File: config.mk
export PLATFORM = sky130hd
export DESIGN_NAME = uart_trx_core
export DESIGN_NICKNAME = d
export VERILOG_FILES = /design/src/rtl/uart_trx_core.sv
export SDC_FILE = /design/constraint.sdc
export NUM_CORES = 1
export LEC_CHECK = 0
export CAP_MARGIN = 20
export CORE_MARGIN = 3
export CORE_UTILIZATION = 25
export DETAILED_ROUTE_END_ITERATION = 16
export DONT_BUFFER_PORTS = 1
export PLACE_DENSITY_LB_ADDON = 0.15
export SLEW_MARGIN = 15
export SYNTH_ARGS = -nofsm -noshare
export SYNTH_HDL_FRONTEND = slang
export SYNTH_SLANG_ARGS = --single-unit
export TNS_END_PERCENT = 10
File: constraint.sdc
create_clock -name CLK100MHZ -period 3.3 [get_ports CLK100MHZ]
set_clock_uncertainty 0.2 [all_clocks]
set_input_delay 0.165 -clock CLK100MHZ [delete_from_list [all_inputs] [get_ports CLK100MHZ]]
set_output_delay 0.165 -clock CLK100MHZ [all_outputs]
set_load 0.005 [all_outputs]
File: src/rtl/uart_trx_core.sv
// Full-duplex 8N1 UART transceiver core.
// RX path: a two-flop synchroniser, a falling-edge detector and a byte receiver.
// TX path: sends 1..MAX_BYTES bytes of a latched word, byte 0 first, with no gap between bytes.
module uart_trx_core #(
    parameter int unsigned CLKS_PER_BIT = 868,
    parameter int unsigned MAX_BYTES    = 8
) (
    input  logic                   CLK100MHZ,
    input  logic                   rst_n,
    input  logic                   rx_pin_in,
    output logic [7:0]             rx_data,
    output logic                   rx_done_sig,
    output logic                   h2l_sig,
    input  logic                   tx_sig,
    input  logic [MAX_BYTES*8-1:0] tx_data,
    input  logic [3:0]             len,
    output logic                   tx_pin_out,
    output logic                   tx_busy,
    output logic                   tx_done_sig
);

    localparam int unsigned DataW = MAX_BYTES * 8;
    localparam int unsigned CntW  = (CLKS_PER_BIT > 2) ? $clog2(CLKS_PER_BIT) : 1;
    localparam logic [CntW-1:0] BitEnd  = CntW'(CLKS_PER_BIT - 1);
    localparam logic [CntW-1:0] HalfEnd = CntW'(CLKS_PER_BIT / 2 - 1);
    localparam logic [3:0]      MaxLen  = 4'(MAX_BYTES);

    typedef enum logic [1:0] {RxIdle, RxStart, RxData, RxStop} rx_state_e;
    typedef enum logic [1:0] {TxIdle, TxStart, TxData, TxStop} tx_state_e;

    // ---------------------------------------------------------------- RX path
    logic            sync1_q, sync1_d, sync2_q, sync2_d, hist_q, hist_d;
    rx_state_e       rx_state_q, rx_state_d;
    logic [CntW-1:0] rx_cnt_q, rx_cnt_d;
    logic [2:0]      rx_bit_q, rx_bit_d;
    logic [7:0]      rx_shift_q, rx_shift_d;
    logic [7:0]      rx_data_q, rx_data_d;
    logic            rx_done_q, rx_done_d;
    logic            h2l;

    assign h2l = hist_q & ~sync2_q;

    // RX next-state: synchroniser shift, start validation, mid-bit sampling, stop check
    always_comb begin
        sync1_d    = rx_pin_in;
        sync2_d    = sync1_q;
        hist_d     = sync2_q;
        rx_state_d = rx_state_q;
        rx_cnt_d   = rx_cnt_q;
        rx_bit_d   = rx_bit_q;
        rx_shift_d = rx_shift_q;
        rx_data_d  = rx_data_q;
        rx_done_d  = 1'b0;
        unique case (rx_state_q)
            RxIdle: begin
                if (h2l) begin
                    rx_state_d = RxStart;
                    rx_cnt_d   = '0;
                    rx_bit_d   = '0;
                end
            end
            RxStart: begin
                if (rx_cnt_q == HalfEnd) begin
                    rx_cnt_d   = '0;
                    // Line back high by mid start bit means the edge was a glitch
                    rx_state_d = sync2_q ? RxIdle : RxData;
                end else begin
                    rx_cnt_d = rx_cnt_q + 1'b1;
                end
            end
            RxData: begin
                if (rx_cnt_q == BitEnd) begin
                    rx_cnt_d   = '0;
                    rx_shift_d = {sync2_q, rx_shift_q[7:1]};
                    if (rx_bit_q == 3'd7) begin
                        rx_state_d = RxStop;
                    end else begin
                        rx_bit_d = rx_bit_q + 1'b1;
                    end
                end else begin
                    rx_cnt_d = rx_cnt_q + 1'b1;
                end
            end
            RxStop: begin
                if (rx_cnt_q == BitEnd) begin
                    rx_cnt_d   = '0;
                    rx_state_d = RxIdle;
                    // A low stop bit is a framing error: drop the byte silently
                    if (sync2_q) begin
                        rx_data_d = rx_shift_q;
                        rx_done_d = 1'b1;
                    end
                end else begin
                    rx_cnt_d = rx_cnt_q + 1'b1;
                end
            end
            default: rx_state_d = RxIdle;
        endcase
    end

    // RX state registers; synchroniser presets to idle-high
    always_ff @(posedge CLK100MHZ or negedge rst_n) begin
        if (!rst_n) begin
            sync1_q    <= 1'b1;
            sync2_q    <= 1'b1;
            hist_q     <= 1'b1;
            rx_state_q <= RxIdle;
            rx_cnt_q   <= '0;
            rx_bit_q   <= '0;
            rx_shift_q <= '0;
            rx_data_q  <= '0;
            rx_done_q  <= 1'b0;
        end else begin
            sync1_q    <= sync1_d;
            sync2_q    <= sync2_d;
            hist_q     <= hist_d;
            rx_state_q <= rx_state_d;
            rx_cnt_q   <= rx_cnt_d;
            rx_bit_q   <= rx_bit_d;
            rx_shift_q <= rx_shift_d;
            rx_data_q  <= rx_data_d;
            rx_done_q  <= rx_done_d;
        end
    end

    // ---------------------------------------------------------------- TX path
    logic             tx_sig_q, tx_sig_d;
    tx_state_e        tx_state_q, tx_state_d;
    logic [CntW-1:0]  tx_cnt_q, tx_cnt_d;
    logic [2:0]       tx_bit_q, tx_bit_d;
    logic [3:0]       tx_byte_q, tx_byte_d;
    logic [3:0]       tx_len_q, tx_len_d;
    logic [DataW-1:0] tx_shift_q, tx_shift_d;
    logic             tx_pin_q, tx_pin_d;
    logic             tx_done_q, tx_done_d;
    logic             tx_req;

    assign tx_req = tx_sig & ~tx_sig_q;

    // TX next-state: accept on request edge when idle, then shift out framed bytes
    always_comb begin
        tx_sig_d   = tx_sig;
        tx_state_d = tx_state_q;
        tx_cnt_d   = tx_cnt_q;
        tx_bit_d   = tx_bit_q;
        tx_byte_d  = tx_byte_q;
        tx_len_d   = tx_len_q;
        tx_shift_d = tx_shift_q;
        tx_pin_d   = tx_pin_q;
        tx_done_d  = 1'b0;
        unique case (tx_state_q)
            TxIdle: begin
                tx_pin_d = 1'b1;
                if (tx_req) begin
                    tx_shift_d = tx_data;
                    tx_len_d   = (len == 4'd0 || len > MaxLen) ? MaxLen : len;
                    tx_byte_d  = '0;
                    tx_cnt_d   = '0;
                    tx_pin_d   = 1'b0;
                    tx_state_d = TxStart;
                end
            end
            TxStart: begin
                if (tx_cnt_q == BitEnd) begin
                    tx_cnt_d   = '0;
                    tx_bit_d   = '0;
                    tx_pin_d   = tx_shift_q[0];
                    tx_shift_d = tx_shift_q >> 1;
                    tx_state_d = TxData;
                end else begin
                    tx_cnt_d = tx_cnt_q + 1'b1;
                end
            end
            TxData: begin
                if (tx_cnt_q == BitEnd) begin
                    tx_cnt_d = '0;
                    if (tx_bit_q == 3'd7) begin
                        tx_pin_d   = 1'b1;
                        tx_state_d = TxStop;
                    end else begin
                        tx_bit_d   = tx_bit_q + 1'b1;
                        tx_pin_d   = tx_shift_q[0];
                        tx_shift_d = tx_shift_q >> 1;
                    end
                end else begin
                    tx_cnt_d = tx_cnt_q + 1'b1;
                end
            end
            TxStop: begin
                if (tx_cnt_q == BitEnd) begin
                    tx_cnt_d = '0;
                    if (tx_byte_q == tx_len_q - 4'd1) begin
                        tx_state_d = TxIdle;
                        tx_done_d  = 1'b1;
                    end else begin
                        tx_byte_d  = tx_byte_q + 1'b1;
                        tx_pin_d   = 1'b0;
                        tx_state_d = TxStart;
                    end
                end else begin
                    tx_cnt_d = tx_cnt_q + 1'b1;
                end
            end
            default: tx_state_d = TxIdle;
        endcase
    end

    // TX state registers; line forced idle-high on reset
    always_ff @(posedge CLK100MHZ or negedge rst_n) begin
        if (!rst_n) begin
            tx_sig_q   <= 1'b0;
            tx_state_q <= TxIdle;
            tx_cnt_q   <= '0;
            tx_bit_q   <= '0;
            tx_byte_q  <= '0;
            tx_len_q   <= '0;
            tx_shift_q <= '0;
            tx_pin_q   <= 1'b1;
            tx_done_q  <= 1'b0;
        end else begin
            tx_sig_q   <= tx_sig_d;
            tx_state_q <= tx_state_d;
            tx_cnt_q   <= tx_cnt_d;
            tx_bit_q   <= tx_bit_d;
            tx_byte_q  <= tx_byte_d;
            tx_len_q   <= tx_len_d;
            tx_shift_q <= tx_shift_d;
            tx_pin_q   <= tx_pin_d;
            tx_done_q  <= tx_done_d;
        end
    end

    assign rx_data     = rx_data_q;
    assign rx_done_sig = rx_done_q;
    assign h2l_sig     = h2l;
    assign tx_pin_out  = tx_pin_q;
    assign tx_busy     = (tx_state_q != TxIdle);
    assign tx_done_sig = tx_done_q;

endmodule

==> summary.txt <==
Setup path
  – CP Capture Type: flip-flop
  – Worst Path Arrival: 2.91 ns
  – CP Max Fanout: 10
  – Worst Setup Start Kind: flip-flop
  – Setup CP Type: flip-flop to flip-flop
  – Data required time of the worst path: 3.43 ns

Placed design
  – DP Area: 6340 um^2
  – Port Buffers: 0
  – GP Congestion: about 0.76
  – DP HPWL: 8.818 mm

Clocking
  – Clock tree sinks: 125
  – Max Root-Sink Buffers: 2
  – CTS Buf Count: 17
  – Cts repair resizes: 0
  – Clk root buf: clkbuf_16
  – Setup repair bufs after CTS: 0
  – CTS tree: yes
  – CTS H-Tree Depth: 4
  – Reg clk slew, reported paths: 0.06 ns
  – Worst-skew pair later-pin latency: 0.41 ns

GRT
  – Vias in the first global route: around 4500
  – GRT Overall Usage: 10.78%
  – Initial antenna violation count: 0
  – Largest net degree at the start of global routing: 129
  – First-pass GRT wire length: 22.90 mm
  – Gr ovfl total: 0

Die
  – CORE AREA: roughly 24000 um^2
  – Chip height: about 160 um
  – DIE AREA: 25890 um^2
  – Ports: 85
  – Die width: 160.9 um
  – Site row count: 56
  – Initial Utilization: 25.48%

Flow run
  – Max Cap Violations: 0

Synth
  – Synth top area cells: dfrtp_1 50%, mux2i_1 11%, o21ai_0 7.4%
  – Syn_area_per_cell: 10.42 um^2
  – Synth area leader: dfrtp_1
  – Multiplexer share of the synthesized area: about 15%
  – Post-Syn Area: 6000 um^2
  – Simple-gate share of the synthesized area: 13.14%
  – Number of synthesized register bits: 125
  – Synth Area in Compound Gates: 12.95%
  – Ys flop type: dfrtp_1
  – Post-Syn Nets: around 660
  – Ys async rst share: 100.0%
  – Count of cell types in the netlist: 52
  – Sequential area share after synthesis: 52.22%
  – Post-synth EDFFs: 0
  – Syn. warnings: 0
  – Post-Synth Adder-Cell Area: about 2.7%
  – Post-Synth XOR/XNOR Area: 1.272%
  – Syn Inst Count: 576
  – Largest family of logic cells by synthesized area: multiplexers
  – Share of the synthesized area in the top cell type: 50.47%

STA
  – Max-slew headroom: about half
  – Final Setup Violations: 0
  – RSZ-0062 raised after global routing: false
  – Peak Freq: 360.1 MHz
  – Max-slew violation count: 0
  – Setup TNS: 0 ns
  – Final period utilization: a little over four fifths
  – Worst Tran Pin Value: 0.7277 ns
  – Crit path time final: ~2.8 ns
  – Hold Vio Cnt, Final: 0

Finish
  – # nets final: 727
  – Reg area: 3133 um^2
  – Layout fillers: about 2500
  – Syn-to-layout area delta: 27.88%
  – Commonest non-fill, non-tap cell in the layout: dfrtp_1
  – Area of the multi-input gates: ~2700 um^2
  – Commonest non-fill, non-tap cells in the layout: 121 x dfrtp_1, 95 x nand2_1, 89 x o21ai_0
  – Share of layout cells above drive strength 1: 10.12%
  – Ant diodes: 0
  – Post-route cell area: 7672 um^2

Route
  – Vias/cell: 4.508
  – DRT Wirelength: 13.44 mm
  – DRC Markers: 0
  – Vias: 4377
  – Drt wl/cell: ~14 um
  – DRT Pass-1 Iters: 6
  – DRT antenna net count: 0
  – DRT iter0 DRCs: 187

Pwr
  – Overall power: 0.003587 W
  – Pwr dens: 467.5 nW/um^2
  – VDD IR max: 280.6 uV
  – Pleak: roughly 3.6 nW

Hold path
  – Hold Crit Class: input port to flip-flop

Status
  – Outcome: complete, no violations
==> through the flow <==
step	hold WS, ns	setup WS [ns]	utilization (%)	std cells
floorplan	-0.3306	0.7868	-	576
global placement	-0.3224	0.6176	26.93	867
detailed placement	-0.3216	0.5431	26.93	867
CTS	0.08052	0.5245	32.59	971
global route	0.08269	0.3207	32.59	971
finish	0.1019	0.5233	32.59	971
==> metal layers <==
layer,vias up,global-route usage (%),wire (um)
li1,2179,-,-
met1,2115,15.10,6832
met2,70,15.93,5923
met3,13,3.302,492
met4,0,3.402,187
met5,-,0,0
==> cells in the mapped netlist, types with 2 or more instances <==
library cell,n
clkbuf_1,23
nor2b_1,3
a31oi_1,8
nor4_1,3
and2_1,3
inv_1,11
mux2i_1,66
or2_2,2
o31ai_1,4
nand3_1,10
buf_2,5
nor2_1,13
a2bb2oi_1,2
nand3b_1,4
a22o_1,2
o41ai_1,3
nand2b_1,6
a21oi_1,10
a21o_1,3
nor3_1,9
a22oi_1,2
dfrtp_1,121
ha_1,13
a31o_2,2
and3_2,2
o31a_1,2
mux2_2,20
nand2_1,95
or3_1,2
xnor2_1,5
and4_1,2
and3_1,7
a32o_1,2
nand4_1,2
dfstp_2,4
o21ai_0,89
==> path summary, 6_finish.rpt <==
kind,end,slack [ns],from,cells past startpoint
worst max-delay path,tx_pin_out,0.52,tx_cnt_q[0],6
worst min-delay path,sync1_q,0.10,rx_pin_in,1
worst max register to register,tx_pin_out,0.52,tx_cnt_q[0],6
worst min register to register,hist_d,0.16,sync1_q,0
max in group asynchronous,rx_data[5],2.11,rst_n,2
min in group asynchronous,tx_byte_q[3],0.16,rst_n,2
==> state kept, by name (all words and copies together) (netlist names), 4 cells and up, named ones only <==
name / count
tx_byte_q: 4
tx_len_q: 4
tx_shift_q: 64
rx_cnt_q: 10
rx_data: 8
tx_cnt_q: 10
rx_shift_q: 8
==> area by class of cell <==
| cell class | count | area share, % |
|---|---|---|
| Inverter | 12 | 0.5871 |
| Multi-Input combinational cell | 408 | 35.39 |
| Clock inverter | 7 | 1.174 |
| Clock buffer | 22 | 6.181 |
| Timing Repair Buffer | 78 | 10.63 |
| Sequential cell | 125 | 40.83 |
| Tap cell | 319 | 5.202 |
==> power by group <==
part | switching [W] | total, W | internal [W]
clock network | 0.000654 | 0.00181 | 0.00115
registers | 0.0000333 | 0.00159 | 0.00156
logic | 0.0000885 | 0.000185 | 0.0000961
total | 0.000776 | 0.00359 | 0.00281
==> timing repair <==
item                       4_1_cts  5_1_grt
hold buffers                    75        0
hold endpoints to repair       195        0
setup endpoints to repair        0        0
==> cell families after synthesis <==
logic type | after synthesis
mux | 86
fa+ha+maj | 13
xor+xnor | 7
simple gates | 168
compound gates | 134
buf+inv | 43
flops | 125
==> critical path: stages (launching register included) <==
cell       delay [ns]
dfrtp_1          0.38
ha_1             0.23
or4b_4           0.50
or3_1            0.54
a21oi_1          0.28
a2bb2oi_1        0.22
mux2_2           0.35
Note: power is estimated with default switching activity, not from simulation.
